$ cat src/rtl/check_slider.sv
// ---------------------------------------------------------------------------
// check_slider
//   Sequential path checker for sliding pieces (bishop, rook, queen).
//   A request is accepted in IDLE, its geometry is judged in the same edge,
//   and the squares strictly between source and destination are then
//   inspected one per clock. The destination square itself is never read.
//
// Ports
//   clk          clock
//   reset_n      asynchronous reset, active-low
//   start        request strobe, sampled only while idle
//   mode         00 bishop, 01 rook, 10 queen, 11 illegal
//   old_x/old_y  source column/row
//   new_x/new_y  destination column/row
//   board_in     board contents, indexed board_in[y][x]
//   busy         high while a request is in progress
//   done         one-cycle pulse, result outputs valid
//   valid_move   geometry legal and path clear
//   blocked      geometry legal but an intermediate square is occupied
//   block_x/y    first occupied square on the path
// ---------------------------------------------------------------------------
module check_slider #(
  parameter int                 BOARD_N    = 8,
  parameter int                 COORD_W    = $clog2(BOARD_N),
  parameter int                 PIECE_W    = 4,
  parameter logic [PIECE_W-1:0] EMPTY_CODE = 4'd15
) (
  input  logic               clk,
  input  logic               reset_n,
  input  logic               start,
  input  logic [1:0]         mode,
  input  logic [COORD_W-1:0] old_x,
  input  logic [COORD_W-1:0] old_y,
  input  logic [COORD_W-1:0] new_x,
  input  logic [COORD_W-1:0] new_y,
  input  logic [PIECE_W-1:0] board_in [BOARD_N][BOARD_N],
  output logic               busy,
  output logic               done,
  output logic               valid_move,
  output logic               blocked,
  output logic [COORD_W-1:0] block_x,
  output logic [COORD_W-1:0] block_y
);

  // Deltas carry one extra bit so they can be treated as signed values.
  localparam int DW = COORD_W + 1;

  localparam logic [DW-1:0]      LIMIT_D = DW'(BOARD_N);
  localparam logic [DW-1:0]      ZERO_D  = {DW{1'b0}};
  localparam logic [DW-1:0]      ONE_D   = DW'(1'b1);
  localparam logic [COORD_W-1:0] ZERO_C  = {COORD_W{1'b0}};
  localparam logic [COORD_W-1:0] ONE_C   = COORD_W'(1'b1);
  localparam logic [COORD_W-1:0] NEG_C   = {COORD_W{1'b1}};

  localparam logic [1:0] S_IDLE = 2'd0;
  localparam logic [1:0] S_WALK = 2'd1;
  localparam logic [1:0] S_DONE = 2'd2;

  logic [1:0]         state_r;
  logic               busy_r;
  logic               done_r;
  logic               valid_r;
  logic               blocked_r;
  logic [COORD_W-1:0] block_x_r;
  logic [COORD_W-1:0] block_y_r;
  logic [COORD_W-1:0] ptr_x_r;
  logic [COORD_W-1:0] ptr_y_r;
  logic [COORD_W-1:0] step_x_r;
  logic [COORD_W-1:0] step_y_r;
  logic [COORD_W-1:0] dest_x_r;
  logic [COORD_W-1:0] dest_y_r;

  logic [DW-1:0]      dx_s;
  logic [DW-1:0]      dy_s;
  logic [DW-1:0]      adx_s;
  logic [DW-1:0]      ady_s;
  logic [DW-1:0]      span_s;
  logic               diag_s;
  logic               line_s;
  logic               range_bad_s;
  logic               shape_ok_s;
  logic               legal_s;
  logic               adjacent_s;
  logic [COORD_W-1:0] step_x_s;
  logic [COORD_W-1:0] step_y_s;
  logic [COORD_W-1:0] next_x_s;
  logic [COORD_W-1:0] next_y_s;
  logic [PIECE_W-1:0] square_s;
  logic               last_s;

  // Geometry of the request presented on the inputs (used only on an accepted start).
  always_comb begin
    dx_s   = {1'b0, new_x} - {1'b0, old_x};
    dy_s   = {1'b0, new_y} - {1'b0, old_y};
    adx_s  = dx_s[COORD_W] ? (ZERO_D - dx_s) : dx_s;
    ady_s  = dy_s[COORD_W] ? (ZERO_D - dy_s) : dy_s;
    span_s = (adx_s > ady_s) ? adx_s : ady_s;
    diag_s = (adx_s == ady_s);
    line_s = (dx_s == ZERO_D) || (dy_s == ZERO_D);
    range_bad_s = ({1'b0, old_x} >= LIMIT_D) || ({1'b0, old_y} >= LIMIT_D) ||
                  ({1'b0, new_x} >= LIMIT_D) || ({1'b0, new_y} >= LIMIT_D);
    case (mode)
      2'b00:   shape_ok_s = diag_s;
      2'b01:   shape_ok_s = line_s;
      2'b10:   shape_ok_s = diag_s || line_s;
      default: shape_ok_s = 1'b0;
    endcase
    // A zero span is the null move; diagonal and line tests both pass it, so exclude it here.
    legal_s    = shape_ok_s && !range_bad_s && (span_s != ZERO_D);
    adjacent_s = (span_s == ONE_D);
    // Unit steps live in COORD_W bits; adding all-ones wraps to a decrement.
    if (dx_s == ZERO_D) begin
      step_x_s = ZERO_C;
    end else begin
      step_x_s = dx_s[COORD_W] ? NEG_C : ONE_C;
    end
    if (dy_s == ZERO_D) begin
      step_y_s = ZERO_C;
    end else begin
      step_y_s = dy_s[COORD_W] ? NEG_C : ONE_C;
    end
  end

  // Square under the walk pointer and detection of the last intermediate square.
  always_comb begin
    next_x_s = ptr_x_r + step_x_r;
    next_y_s = ptr_y_r + step_y_r;
    square_s = board_in[ptr_y_r][ptr_x_r];
    last_s   = (next_x_s == dest_x_r) && (next_y_s == dest_y_r);
  end

  // Request FSM: accept, walk intermediates, pulse done, return to idle.
  always_ff @(posedge clk or negedge reset_n) begin
    if (!reset_n) begin
      state_r   <= S_IDLE;
      busy_r    <= 1'b0;
      done_r    <= 1'b0;
      valid_r   <= 1'b0;
      blocked_r <= 1'b0;
      block_x_r <= ZERO_C;
      block_y_r <= ZERO_C;
      ptr_x_r   <= ZERO_C;
      ptr_y_r   <= ZERO_C;
      step_x_r  <= ZERO_C;
      step_y_r  <= ZERO_C;
      dest_x_r  <= ZERO_C;
      dest_y_r  <= ZERO_C;
    end else begin
      case (state_r)
        S_IDLE: begin
          done_r <= 1'b0;
          if (start) begin
            busy_r    <= 1'b1;
            valid_r   <= 1'b0;
            blocked_r <= 1'b0;
            block_x_r <= ZERO_C;
            block_y_r <= ZERO_C;
            dest_x_r  <= new_x;
            dest_y_r  <= new_y;
            step_x_r  <= step_x_s;
            step_y_r  <= step_y_s;
            ptr_x_r   <= old_x + step_x_s;
            ptr_y_r   <= old_y + step_y_s;
            if (!legal_s) begin
              state_r <= S_DONE;
              done_r  <= 1'b1;
            end else if (adjacent_s) begin
              state_r <= S_DONE;
              done_r  <= 1'b1;
              valid_r <= 1'b1;
            end else begin
              state_r <= S_WALK;
            end
          end else begin
            state_r <= S_IDLE;
            busy_r  <= 1'b0;
          end
        end
        S_WALK: begin
          if (square_s != EMPTY_CODE) begin
            blocked_r <= 1'b1;
            block_x_r <= ptr_x_r;
            block_y_r <= ptr_y_r;
            state_r   <= S_DONE;
            done_r    <= 1'b1;
          end else if (last_s) begin
            valid_r <= 1'b1;
            state_r <= S_DONE;
            done_r  <= 1'b1;
          end else begin
            ptr_x_r <= next_x_s;
            ptr_y_r <= next_y_s;
          end
        end
        S_DONE: begin
          done_r  <= 1'b0;
          busy_r  <= 1'b0;
          state_r <= S_IDLE;
        end
        default: begin
          done_r  <= 1'b0;
          busy_r  <= 1'b0;
          state_r <= S_IDLE;
        end
      endcase
    end
  end

  assign busy       = busy_r;
  assign done       = done_r;
  assign valid_move = valid_r;
  assign blocked    = blocked_r;
  assign block_x    = block_x_r;
  assign block_y    = block_y_r;

endmodule

$ cat config.mk
export PLATFORM = sky130hd
export DESIGN_NAME = check_slider
export DESIGN_NICKNAME = d
export VERILOG_FILES = /design/src/rtl/check_slider.sv
export SDC_FILE = /design/constraint.sdc
export NUM_CORES = 1
export LEC_CHECK = 0
export BUFFER_PORTS_ARGS = -buffer_cell sky130_fd_sc_hd__buf_4
export CORE_AREA = 2 2 108 110
export DETAILED_ROUTE_END_ITERATION = 16
export DIE_AREA = 0 0 110 112
export GPL_TIMING_DRIVEN = 0
export PLACE_DENSITY_LB_ADDON = 0.3
export SLEW_MARGIN = 0
export SYNTH_ARGS = -nofsm -noshare
export SYNTH_HDL_FRONTEND = slang
export SYNTH_SLANG_ARGS = --single-unit
$ cat constraint.sdc
create_clock -name clk -period 7.2 [get_ports clk]
set_input_delay 0 -clock clk [delete_from_list [all_inputs] [get_ports clk]]
set_output_delay 0 -clock clk [all_outputs]
set_load 0.005 [all_outputs]
# After elaboration in Yosys (flattened, before gate mapping)
# Index checks and enable logic that the tools add are counted.
[word_totals] input_bits=273 word_cells=102 output_inout_bits=10 reg_bits=30
[op_classes] reduce_logical=14 bitwise_logic=2 eq_ne=14 n_addsub=8 n_mux=48 order_cmp=3
[op_table] cell="$bmux W32 S3" count=1
[op_table] cell="$mux W32" count=2
[op_table] cell="$mux W3" count=13
[op_table] cell="$pmux W3 S2" count=4
[op_table] cell="$mux W4" count=5
[op_table] cell="$add A3 B3 Y3" count=4
[op_table] cell="$bmux W4 S3" count=1
[op_table] cell="$mux W1" count=11
[op_table] cell="$mux W2" count=5
[op_table] cell="$ne A2 B2 Y1 const B" count=5
[op_table] cell="$ge A4 B4 Y1 const B" count=2
[op_table] cell="$logic_not A4 Y1" count=2
[op_table] cell="$not A3 Y4" count=2
[op_table] cell="$pmux W1 S2" count=4
[op_table] cell="$reduce_and A4 Y1" count=2
[op_table] cell="$sub A1 B4 Y4 const A" count=2
[op_table] cell="$sub A3 B3 Y4" count=2
[op_table] cell="$eq A3 B3 Y1" count=2
[op_table] cell="$eq A2 B1 Y1 const B" count=2
[op_table] cell="$eq A4 B1 Y1 const B" count=1
[op_table] cell="$eq A4 B4 Y1" count=1
[op_table] cell="$gt A4 B4 Y1" count=1
[op_table] cell="$logic_not A2 Y1" count=2
[op_table] cell="$ne A4 B4 Y1 const B" count=1
[op_table] cell="other kinds (10)" count=12

# Logic depth before layout (Yosys ltp)
# Gate-level depths: netlist (run 1).
[depth] ltp_word=10 mapped_depth=17 mapped_depth_nobuf=17

# Worst setup path after synthesis (run 1)
# No wires, ideal clock.
[synth_timing] path_type="input-to-reg" startpoint="input new_y[0]" endpoint="register state_r[0]" stages=15 arrival_time_ns=2.995 t_required_ns=7.073 path_buffers=0 setup_ns=0.127 slack_ns=4.078 cell_sequence="inv_1 ha_1 inv_1 fa_1 inv_1 ha_1 or3b_2 xnor2_1 ha_1 o21a_1 o21a_1 o21ai_0 mux2i_1 nor3_1 or2_2"
[synth_between] elab_chain_len=10 word_cells_on_any_way=17 cone_classes="2 x add/sub; 1 x order compare; 2 x eq/ne; 7 x mux; 5 x reduce/logical"
[synth_rtl] item="start: declaration" line_no="35" rtl="input logic [COORD_W-1:0] new_y,"
[synth_rtl] item="$sub A3 B3 Y4 (*)" line_no="94" rtl="dy_s = {1'b0, new_y} - {1'b0, old_y};"
[synth_rtl] item="$sub A1 B4 Y4" line_no="96" rtl="ady_s = dy_s[COORD_W] ? (ZERO_D - dy_s) : dy_s;"
[synth_rtl] item="$mux W4" line_no="96"
[synth_rtl] item="$gt A4 B4 Y1 or $eq A4 B4 Y1 (tied branches)" line_no="97, 98"
[synth_rtl] item="$mux W4 or $logic_or A1 B1 Y1 (tied branches)" line_no="97, 105"
[synth_rtl] item="$eq A4 B1 Y1, or another cell as far along" line_no="110" rtl="adjacent_s = (span_s == ONE_D);"
[synth_rtl] item="$mux W2 or $logic_and A1 B1 Y1 (tied branches)" line_no="167, 109"
[synth_rtl] item="$mux W2 (*)" line_no="164" rtl="if (!legal_s) begin"
[synth_rtl] item="$mux W2 (*)" line_no="152" rtl="if (start) begin"
[synth_rtl] item="$pmux W2 S2 (*)" line_no="149" rtl="case (state_r)"
[synth_rtl] item="end signal: assignment" line_no="165" rtl="state_r <= S_DONE;"
[synth_rtl] item="end signal: assignment" line_no="168" rtl="state_r <= S_DONE;"
[synth_rtl] item="end signal: assignment" line_no="172" rtl="state_r <= S_WALK;"
[synth_rtl] item="end: declaration" line_no="59" rtl="logic [1:0] state_r;"
# Every way passes the cells marked *; elsewhere a longest branch is shown, timed or not.
# A chain may end at the register's enable or synchronous reset.

# Final worst setup path (run 1)
[layout_timing] startpoint="input new_x[1]" endpoint="register state_r[0]"
[layout_between] elab_chain_len=10 word_cells_on_any_way=17 cone_classes="2 x add/sub; 1 x order compare; 2 x eq/ne; 7 x mux; 5 x reduce/logical"
[layout_rtl] item="start: declaration" line_no="34" rtl="input logic [COORD_W-1:0] new_x,"
[layout_rtl] item="$sub A3 B3 Y4 (*)" line_no="93" rtl="dx_s = {1'b0, new_x} - {1'b0, old_x};"
[layout_rtl] item="$sub A1 B4 Y4" line_no="95" rtl="adx_s = dx_s[COORD_W] ? (ZERO_D - dx_s) : dx_s;"
[layout_rtl] item="$mux W4" line_no="95"
[layout_rtl] item="$gt A4 B4 Y1 or $eq A4 B4 Y1 (tied branches)" line_no="97, 98"
[layout_rtl] item="$mux W4 or $logic_or A1 B1 Y1 (tied branches)" line_no="97, 105"
[layout_rtl] item="$eq A4 B1 Y1, or another cell as far along" line_no="110"
[layout_rtl] item="$mux W2 or $logic_and A1 B1 Y1 (tied branches)" line_no="167, 109"
[layout_rtl] item="$mux W2 (*)" line_no="164"
[layout_rtl] item="$mux W2 (*)" line_no="152"
[layout_rtl] item="$pmux W2 S2 (*)" line_no="149"
# Marked as above.

==> results of run 1 <==
## layout by cell type, fill, tap and decap left out, drive strengths merged, types with 3 or more instances in the layout
cell           n
buf          294
nand2         62
o21ai         33
nand4         33
nand3         27
dfrtp         27
nor2          24
inv           19
nor3          17
ha            16
xnor2         14
clkbuf        13
nor2b          8
mux2i          7
fa             6
mux4           5
nand3b         5
o211a          5
o211ai         5
dlygate4sd3    5
and2           5
a31oi          4
and3b          4
a2111oi        4
or3            4
xor2           4
nor4           4
a211oi         4
o21a           3
nand2b         3
a211o          3
and3           3
a311oi         3
a21o           3
a21oi          3
or2            3
## sequential cells by signal, summed over array words and instances (netlist names)
signal,cells
block_x,3
block_y,3
blocked,1
busy,1
dest_x_r,3
dest_y_r,3
ptr_x_r,3
ptr_y_r,3
state_r,2
step_x_r,2
step_y_r,2
valid_move,1
## what timing repair did
action / 4_1_cts / 5_1_grt
gates resized for setup: 0 / 0
hold buffers: 5 / 0
buffers inserted: 0 / 0
hold endpoints to repair: 31 / 0
endpoints found under the setup margin: 0 / 0
## synthesized netlist by cell type (all sizes together), types with 2 or more instances
library cell  instances
a2111oi               4
a211o                 3
a211oi                4
a21o                  3
a21oi                 3
a311oi                3
a31oi                 4
a32o                  2
and2                  5
and3                  3
and3b                 4
and4                  2
buf                  12
clkbuf                9
clkinv                2
dfrtp                27
fa                    6
ha                   16
inv                  19
mux2                  2
mux2i                 7
mux4                  5
nand2                62
nand2b                3
nand3                27
nand3b                5
nand4                33
nor2                 24
nor2b                 8
nor3                 17
nor4                  4
o211a                 5
o211ai                5
o21a                  3
o21ai                33
o221ai                2
or2                   3
or3                   4
xnor2                14
xor2                  4
## final cells by class
cell class / count / area [sq um]
fill: 1139 / 5500
buffer: 21 / 91.3
timing repair buffer: 287 / 2170
sequential: 27 / 676
multi-input combinational: 351 / 2400
clock buffer: 4 / 78.8
inverter: 21 / 78.8
tap: 143 / 179
## how the worst max path moves through the flow
stage                  start    endpoint  slack, ns  cells past startpoint
global route        new_x[1]  state_r[0]       3.35                     16
global placement    new_y[0]  state_r[0]       3.70                     16
floorplan           new_y[0]  state_r[0]       4.08                     15
detailed placement  new_y[0]  state_r[0]       3.64                     16
CTS                 new_x[1]  state_r[0]       3.53                     16
finish              new_x[1]  state_r[0]       3.52                     16
## routing by layer
metal,vias up,global-route usage
met5,-,0
met4,0,0.0624
met3,26,0.0381
met2,204,0.425
met1,2096,0.349
li1,2160,-
## kinds of logic after synthesis
kind of cell	count (synthesis)	share of synthesized area
xor gates and xnor gates	18	0.0486
and+or+nand+nor	209	0.337
DFF	27	0.208
muxes	14	0.0632
adders and majority gates	22	0.0987
AOI/OAI and AO/OA	88	0.192
buffers and inverters	42	0.0524
## power by group through the flow
stage          clock [mW]  combinational (mW)  sequential (mW)
2_1_floorplan           0               0.640            0.270
3_3_place_gp            0                1.01            0.288
3_5_place_dp            0                1.02            0.290
4_1_cts             0.127                1.03            0.287
5_1_grt             0.136                1.13            0.295
6_report            0.125                1.03            0.287
## worst register-to-register path, delay by kind of cell (launching register included)
family                 cells  cell delay (ns)
AO/OA/AOI/OAI              2             0.61
buffers and inverters      2             0.58
flip-flops                 1             0.52
multiplexers               2             0.63
AND/OR/NAND/NOR            3             0.83
==> flow_metrics.env, run 1 <==
export IMPL_avgRoutedWirePerCell_um=19.1
export IMPL_tns_ns=0
export IMPL_synth_seq_cells=27
export IMPL_ir_drop_uv=104
export IMPL_synth_cells=420
export IMPL_whs_endpoint="dest_x_r[0]"
export IMPL_power_mw=1.44
export IMPL_internal_power_uw=757
export IMPL_highest_layer="met4"
export IMPL_crit_reg2reg_launch="ptr_x_r[0]"
export IMPL_slew_headroom=0.492
export IMPL_synthFlopType="dfrtp_1"
export IMPL_p_seq_frac=0.199
export IMPL_drive_gt1_frac=0.437
export IMPL_path_max_fanout=8
export IMPL_critPathMaxStageDelay_ns=0.54
export IMPL_cp_slowest_cell="dlygate4sd3_1"
export IMPL_portBuffers=282
export IMPL_clkTransAtPathRegs_ns=0.06
export IMPL_pin_count=283
export IMPL_num_rows=39
export IMPL_slew_violations=0
export IMPL_drt_pass1_iter_count=5
export IMPL_path_cells="dlygate4sd3_1, buf_4, ha_1, nor2b_1, o21a_1, or2_2, clkbuf_1, mux2_2, ha_1, nor2b_1, o21a_1, o21a_1, o21ai_0, mux2i_1, nor3_1, or2_2"
export IMPL_diodes=0
export IMPL_switching_share=0.476
export IMPL_start_kind="input pin"
export IMPL_hold_path_class="input pin to flip-flop"
export IMPL_initial_core_util=0.290
export IMPL_globalplace_congestion=0.867
export IMPL_fp_dieH_um=112
export IMPL_vias=4486
export IMPL_grt_first_pass_wirelength_um=24100
export IMPL_grt_setup_unrepaired="no"
export IMPL_worst_path_buf_inv=3
export IMPL_p_leak_nw=2.78
export IMPL_drt_vias_per_instance=5.25
export IMPL_grt_overflow=0
export IMPL_utilization=0.507
export IMPL_post_route_period_util=0.512
export IMPL_worstSetupPathType="input pin to flip-flop"
export IMPL_yosysSeqAreaShare=0.208
export IMPL_antenna_found_initial=0
export IMPL_post_place_cells=845
export IMPL_clock_sinks=27
export IMPL_pre_cts_slack_ns=3.64
export IMPL_clk_latency_ns=0.26
export IMPL_setup_violations=0
export IMPL_critPathMostFrequentCell="o21a_1"
export IMPL_dieArea_sq_um=12300
export IMPL_clkPwrFrac=0.087
export IMPL_tightest_slew_ns=0.761
export IMPL_ant_nets=0
export IMPL_h_tree_depth=1
export IMPL_whs_ns=0.0417
export IMPL_worstHoldPathCells=3
export IMPL_synth_edff_count=0
export IMPL_wl_met3_um=1310
export IMPL_wl_met1_um=6910
export IMPL_synth_area_leaders="dfrtp_1, nand2_1, nand4_1"
export IMPL_area_delta_synth_final_pct=74.7
export IMPL_cp_top_family="buffers and inverters"
export IMPL_cap_viol_max_count=0
export IMPL_layout_nets=1007
export IMPL_finalHoldViolations=0
export IMPL_yosys_warnings=0
export IMPL_cp_data_required_time_ns=7.35
export IMPL_run_status="complete, no violations"
export IMPL_reg2reg_depth=9
export IMPL_cts_max_path_buffers=2
export IMPL_post_dp_hpwl_um=14100
export IMPL_cp_arrival_ns=3.83
export IMPL_drt_wl_total_um=16300
export IMPL_synth_top_area_share=0.208
export IMPL_route_detailed_drc=0
export IMPL_grt_util_all_layers=0.257
export IMPL_core_area_sq_um=11200
export IMPL_r2r_slack_ns=3.95
export IMPL_grt_max_degree=28
export IMPL_grt_pass1_vias=4477
export IMPL_die_w_um=110
export IMPL_cts_tree="built"
export IMPL_yosysTopAreaCell="dfrtp_1"
export IMPL_drtIter0Drc=294
export IMPL_fin_cells=854
export IMPL_period_minus_slack_ns=3.68
export IMPL_r2r_end="ptr_x_r[0]"
export IMPL_min_from="new_x[0]"
export IMPL_syn_cell_area_sq_um=3250
export IMPL_stdcell_area_sq_um=5670
export IMPL_clock_root_buffer="clkbuf_16"
export IMPL_clock_skew_ns=0.00361
export IMPL_end_kind="flip-flop"
export IMPL_numCtsBuffers=3
export IMPL_setup_slack_ns=3.52
export IMPL_fmax_mhz=271
export IMPL_placed_area_sq_um=5540
export IMPL_yosysUniqueCellTypes=66
export IMPL_syn_avg_cell_area_sq_um=7.73
export IMPL_p_sw_uw=687
export IMPL_syn_num_nets=715
export IMPL_p_per_area_nw_per_um2=255
export IMPL_ys_async_sr_fraction=1.00
export IMPL_wl_met2_um=7770
export IMPL_pwr_share_comb=0.715
Note: power is estimated with default switching activity, not from simulation.
==> run 2: changes to the inputs <==
--- a/config.mk
+++ b/config.mk
@@ -6,9 +6,9 @@
 export NUM_CORES = 1
 export LEC_CHECK = 0
 export BUFFER_PORTS_ARGS = -buffer_cell sky130_fd_sc_hd__buf_4
-export CORE_AREA = 2 2 108 110
+export CORE_AREA = 2 2 109 111
 export DETAILED_ROUTE_END_ITERATION = 16
-export DIE_AREA = 0 0 110 112
+export DIE_AREA = 0 0 111 113
 export GPL_TIMING_DRIVEN = 0
 export PLACE_DENSITY_LB_ADDON = 0.3
 export SLEW_MARGIN = 0
==> constraint.sdc (replaced) <==
create_clock -name clk -period 3.9 [get_ports clk]
set_input_delay 0 -clock clk [delete_from_list [all_inputs] [get_ports clk]]
set_output_delay 0 -clock clk [all_outputs]
set_load 0.005 [all_outputs]
==> run 2 against run 1 <==
Clock power increased by 93%. Sequential power increased by 86%. Critical path depth decreased by 2. Clock skew increased by 0.0048 ns. Largest cell class unchanged. Via count increased by 0.38%. Core utilization decreased by 0.41 points. Power increased by 85%. Count of clock-buffer cells in the layout decreased by 1. Global-route usage increased by 0.34 points. Setup slack got worse by 3.4 ns.
==> flow_metrics.env, run 2 (same netlist as run 1, synthesis figures left out) <==
export IMPL_run_status="complete, no violations"
export IMPL_min_from="new_x[0]"
export IMPL_grt_overflow=0
export IMPL_grt_busiest_layer="met2"
export IMPL_tightest_slew_ns=0.610
export IMPL_final_cell_mix="buf_4, nand2_1, o21ai_0, nand4_1"
export IMPL_layout_nets=1007
export IMPL_grt_util_all_layers=0.260
export IMPL_pin_count=283
export IMPL_post_dp_hpwl_um=14700
export IMPL_r2r_end="ptr_y_r[0]"
export IMPL_vias=4503
export IMPL_p_per_area_nw_per_um2=470
export IMPL_reg2reg_depth=10
export IMPL_clock_sinks=27
export IMPL_drive_gt1_frac=0.439
export IMPL_start_kind="input pin"
export IMPL_antenna_found_initial=0
export IMPL_grt_max_degree=28
export IMPL_post_cts_setup_buffers=0
export IMPL_cts_max_path_buffers=2
export IMPL_area_delta_synth_final_pct=74.8
export IMPL_post_route_period_util=0.959
export IMPL_fp_dieH_um=113
export IMPL_path_max_fanout=3
export IMPL_finalHoldViolations=0
export IMPL_drt_wl_total_um=17000
export IMPL_die_w_um=111
export IMPL_crit_reg2reg_launch="ptr_y_r[0]"
export IMPL_slew_violations=0
export IMPL_diodes=0
export IMPL_clock_root_buffer="clkbuf_16"
export IMPL_num_rows=39
export IMPL_drtIter0Drc=361
export IMPL_clk_latency_ns=0.27
export IMPL_grtUsageMet3=0.0396
export IMPL_worstSetupPathType="input pin to flip-flop"
export IMPL_numCtsBuffers=3
export IMPL_utilization=0.503
export IMPL_cp_arrival_ns=3.89
export IMPL_met2_usage=0.454
export IMPL_ir_drop_uv=242
export IMPL_slew_headroom=0.593
export IMPL_clock_skew_ns=0.00843
export IMPL_setup_violations=0
export IMPL_mostFrequentLayoutCell="buf_4"
export IMPL_clkTransAtPathRegs_ns=0.07
export IMPL_initial_core_util=0.288
export IMPL_ant_nets=0
export IMPL_use_met1=0.345
export IMPL_cts_tree="built"
export IMPL_r2r_slack_ns=0.68
export IMPL_end_kind="flip-flop"
export IMPL_cp_slowest_cell="fa_1"
export IMPL_grt_setup_unrepaired="no"
export IMPL_avgRoutedWirePerCell_um=19.9
export IMPL_p_leak_nw=2.78
export IMPL_route_detailed_drc=0
export IMPL_cp_data_required_time_ns=4.05
export IMPL_cap_viol_max_count=0
export IMPL_num_fill_cells=1131
export IMPL_h_tree_depth=1
export IMPL_core_area_sq_um=11300
export IMPL_path_cells="dlygate4sd3_1, buf_4, fa_1, inv_1, ha_1, or3b_2, xnor2_1, ha_1, o21a_1, o21a_1, o21ai_0, mux2i_1, nor3_1, or2_2"
export IMPL_crit_start="new_y[1]"
export IMPL_critPathMaxStageDelay_ns=0.56
export IMPL_tns_ns=0
export IMPL_crit_end="state_r[0]"
export IMPL_portBuffers=282
export IMPL_period_minus_slack_ns=3.74
export IMPL_fmax_mhz=267
export IMPL_dieArea_sq_um=12500
export IMPL_drt_pass1_iter_count=5
export IMPL_grt_pass1_vias=4651
export IMPL_hold_path_class="input pin to flip-flop"
export IMPL_grt_first_pass_wirelength_um=25600
export IMPL_drt_vias_per_instance=5.27
export IMPL_globalplace_congestion=0.953
-- run 2: cell types whose count changed in the layout (fill, tap and decap cells not counted) --
cell        change
clkinvlp_4      +1
clkbuf_1        -1
-- run 2: critical path: cells and delay by family --
kind / cells / cell delay, ns
buffers and inverters: 3 / 0.74
AND/OR/NAND/NOR: 3 / 0.82
adder cells (fa/ha/maj): 3 / 1.09
XOR/XNOR: 1 / 0.32
multiplexers: 1 / 0.30
AO/OA/AOI/OAI: 3 / 0.62
-- run 2: how the worst min path moves through the flow --
stage | endpoint | slack, ns | cells past startpoint
after floorplan | block_x[0] | -0.30 | 0
after global placement | dest_x_r[0] | -0.07 | 1
after detailed placement | dest_x_r[0] | -0.06 | 1
after CTS | dest_x_r[0] | 0.03 | 3
after global routing | dest_x_r[0] | 0.06 | 3
final | dest_x_r[0] | 0.03 | 3
-- run 2: per-stage QoR --
stage | instances | total power, mW | cell area [sq um] | hold slack, ns | setup WS, ns
floorplan | 420 | 1.68 | 3250 | -0.296 | 0.778
global placement | 845 | 2.38 | 5540 | -0.0748 | 0.426
detailed placement | 845 | 2.42 | 5540 | -0.0616 | 0.298
CTS | 854 | 2.67 | 5670 | 0.0313 | 0.245
global route | 854 | 2.88 | 5670 | 0.0632 | 0.00559
finish | 854 | 2.67 | 5670 | 0.0322 | 0.160
-- run 2: power breakdown --
part | switching (mW) | internal (mW)
Sequential | 0.133 | 0.400
Combinational | 1.03 | 0.859
Clock | 0.101 | 0.140
-- run 2: area by class of cell --
| class | count | area, sq um | share of cell area |
|---|---|---|---|
| multi-input combinational | 351 | 2400 | 0.423 |
| timing repair buffer | 287 | 2170 | 0.382 |
| sequential | 27 | 676 | 0.119 |
| tap | 143 | 179 | 0.0315 |
| buffer | 21 | 91.3 | 0.0161 |
| inverter | 21 | 78.8 | 0.0139 |
| clock buffer | 3 | 75.1 | 0.0132 |
| clock inverter | 1 | 7.51 | 0.00132 |
-- run 2: timing repair --
action                    in CTS  in global routing
hold buffers                   5                  0
gates resized for setup        0                  0
hold endpoints to repair      31                  0
-- run 2: metal layers --
| metal | routed length [um] | part of all wire |
|---|---|---|
| met1 | 7340 | 0.43 |
| met2 | 8320 | 0.49 |
| met3 | 1040 | 0.061 |
| met4 | 280 | 0.016 |
| met5 | 0 | 0 |
==> run 3: changes to the inputs <==
==> config.mk (replaced) <==
export PLATFORM = sky130hd
export DESIGN_NAME = check_slider
export DESIGN_NICKNAME = d
export VERILOG_FILES = /design/src/rtl/check_slider.sv
export SDC_FILE = /design/constraint.sdc
export NUM_CORES = 1
export LEC_CHECK = 0
export CORE_AREA = 2 2 108 110
export DETAILED_ROUTE_END_ITERATION = 16
export DIE_AREA = 0 0 110 112
export DONT_BUFFER_PORTS = 1
export PLACE_DENSITY_LB_ADDON = 0.3
export SLEW_MARGIN = 0
export SYNTH_ARGS = -nofsm -noshare
export SYNTH_HDL_FRONTEND = slang
export SYNTH_SLANG_ARGS = --single-unit
==> run 3 against run 2 <==
First-iteration DRC count down 34%. Sequential power rose by 8.4%. Largest power group unchanged. Maximum frequency increased by 5.6%. Critical path type unchanged. Non-clock buffer count down 293. Setup slack improved by 0.20 ns. Critical path depth is 2 higher. Cell area decreased by 37%. Hold slack better by 0.065 ns. Final cell count fell by 34%.
==> flow_metrics.env, run 3 (same netlist as run 1, synthesis figures left out) <==
export IMPL_run_status="complete, no violations"
export IMPL_dieArea_sq_um=12300
export IMPL_p_leak_nw=1.42
export IMPL_vias=3435
export IMPL_h_tree_depth=1
export IMPL_layout_nets=714
export IMPL_grt_setup_unrepaired="no"
export IMPL_worstSetupPathType="input pin to flip-flop"
export IMPL_tns_ns=0
export IMPL_fmax_mhz=282
export IMPL_p_per_area_nw_per_um2=666
export IMPL_post_place_cells=549
export IMPL_initial_core_util=0.290
export IMPL_seqCellArea_sq_um=677
export IMPL_critPathMaxStageDelay_ns=0.53
export IMPL_globalplace_congestion=1.03
export IMPL_die_w_um=110
export IMPL_setup_violations=0
export IMPL_r2r_slack_ns=0.68
export IMPL_fp_dieH_um=112
export IMPL_finalHoldViolations=0
export IMPL_path_max_fanout=3
export IMPL_setup_slack_ns=0.357
export IMPL_ir_drop_uv=240
export IMPL_drt_wl_total_um=13900
export IMPL_avgRoutedWirePerCell_um=24.8
export IMPL_slew_violations=0
export IMPL_core_area_sq_um=11200
export IMPL_post_cts_setup_buffers=0
export IMPL_start_kind="input pin"
export IMPL_grt_max_degree=33
export IMPL_cap_viol_max_count=0
export IMPL_numCtsBuffers=3
export IMPL_route_detailed_drc=0
export IMPL_drtIter0Drc=239
export IMPL_antenna_found_initial=3
export IMPL_grt_pass1_vias=3506
export IMPL_cp_arrival_ns=3.70
export IMPL_pin_count=283
export IMPL_crit_start="new_y[0]"
export IMPL_clkTransAtPathRegs_ns=0.07
export IMPL_end_kind="flip-flop"
export IMPL_grt_overflow=0
export IMPL_pre_cts_slack_ns=0.545
export IMPL_drt_vias_per_instance=6.12
export IMPL_clock_sinks=27
export IMPL_drive_gt1_frac=0.0694
export IMPL_grt_first_pass_wirelength_um=19600
export IMPL_cp_slowest_cell="dlygate4sd3_1"
export IMPL_area_delta_synth_final_pct=9.60
export IMPL_portBuffers=0
export IMPL_min_from="old_y[0]"
export IMPL_clk_latency_ns=0.27
export IMPL_drt_pass1_iter_count=5
export IMPL_post_dp_hpwl_um=11800
export IMPL_hold_path_class="input pin to flip-flop"
export IMPL_post_route_period_util=0.908
export IMPL_ant_nets=0
export IMPL_multi_input_area_sq_um=2400
export IMPL_fin_cells=561
export IMPL_path_cells="dlygate4sd3_1, inv_1, ha_1, inv_1, fa_1, inv_1, ha_1, or3b_2, xnor2_1, ha_1, o21a_1, o21a_1, o21ai_1, mux2i_1, nor3_1, or2_2"
export IMPL_diodes=0
export IMPL_slew_headroom=0.381
export IMPL_period_minus_slack_ns=3.54
export IMPL_clock_root_buffer="clkbuf_16"
export IMPL_mostFrequentLayoutCell="nand2_1"
export IMPL_cts_tree="built"
export IMPL_clock_skew_ns=0.00377
export IMPL_cts_max_path_buffers=2
export IMPL_final_cell_mix="nand2_1, nand4_1, o21ai_0"
export IMPL_tightest_slew_ns=0.919
export IMPL_num_fill_cells=1200
export IMPL_grt_util_all_layers=0.217
export IMPL_cp_data_required_time_ns=4.05
export IMPL_num_rows=39
export IMPL_crit_reg2reg_launch="ptr_y_r[0]"
==> run 3: changes by cell type in the layout (fill, tap and decap cells not counted), moves of 2 or more <==
cell | before | now
buf_2 | 10 | 0
buf_4 | 282 | 7
clkbuf_1 | 9 | 0
dlygate4sd3_1 | 5 | 7
buf_1 | 2 | 0
==> run 3: layer usage <==
layer  up-vias  wire [um]  global-route usage  share of wire
met5         -         27                   0         0.0019
met4         4        208              0.0422          0.015
met3        20       1420              0.0703           0.10
met2       199       6390               0.341           0.46
met1      1640       5840               0.291           0.42
li1       1572          -                   -              -
==> run 3: path summary, 6_finish.rpt <==
path                            cells past startpoint           to
worst max-delay path                               16   state_r[0]
worst min-delay path                                3   ptr_y_r[0]
worst max register to register                      8   block_x[1]
worst min register to register                      2  dest_x_r[0]
max in group asynchronous                           2   ptr_y_r[0]
min in group asynchronous                           2   block_y[0]
==> run 3: metrics by stage <==
stage	util	total power [mW]	instance area, sq um	hold slack [ns]
3_5_place_dp	0.303	2.13	3390	-0.295
4_1_cts	0.318	2.39	3560	0.110
5_1_grt	0.318	2.59	3560	0.174
3_3_place_gp	0.303	2.10	3390	-0.294
2_1_floorplan	-	1.68	3250	-0.296
6_report	0.318	2.37	3560	0.0973
==> run 3: layout make-up <==
cell class	instances	share of cell area
Clock buffer	3	0.0211
Clock inverter	1	0.00141
Inverter	21	0.0222
Multi-Input combinational cell	351	0.675
Sequential cell	27	0.190
Tap cell	143	0.0503
Timing Repair Buffer	15	0.0401
==> run 3: where the power goes <==
part	leakage, nW	internal, mW	switching (mW)	total (mW)
Clock	0.0409	0.139	0.0997	0.238
Combinational	1.04	0.641	0.911	1.55
Sequential	0.335	0.400	0.177	0.578
Total	1.42	1.18	1.19	2.37
==> run 3: what timing repair did <==
action | CTS | global route
gates resized for setup | 0 | 1
setup endpoints to repair | 0 | 3
hold endpoints to repair | 33 | 0
hold buffers | 8 | 0
==> run 3: critical path, delay by kind of cell <==
kind | cells | cell delay [ns]
AND/OR/NAND/NOR | 3 | 0.84
AO/OA/AOI/OAI | 3 | 0.50
XOR/XNOR | 1 | 0.15
buffers and inverters | 4 | 0.73
adder cells (fa/ha/maj) | 4 | 1.22
multiplexers | 1 | 0.25
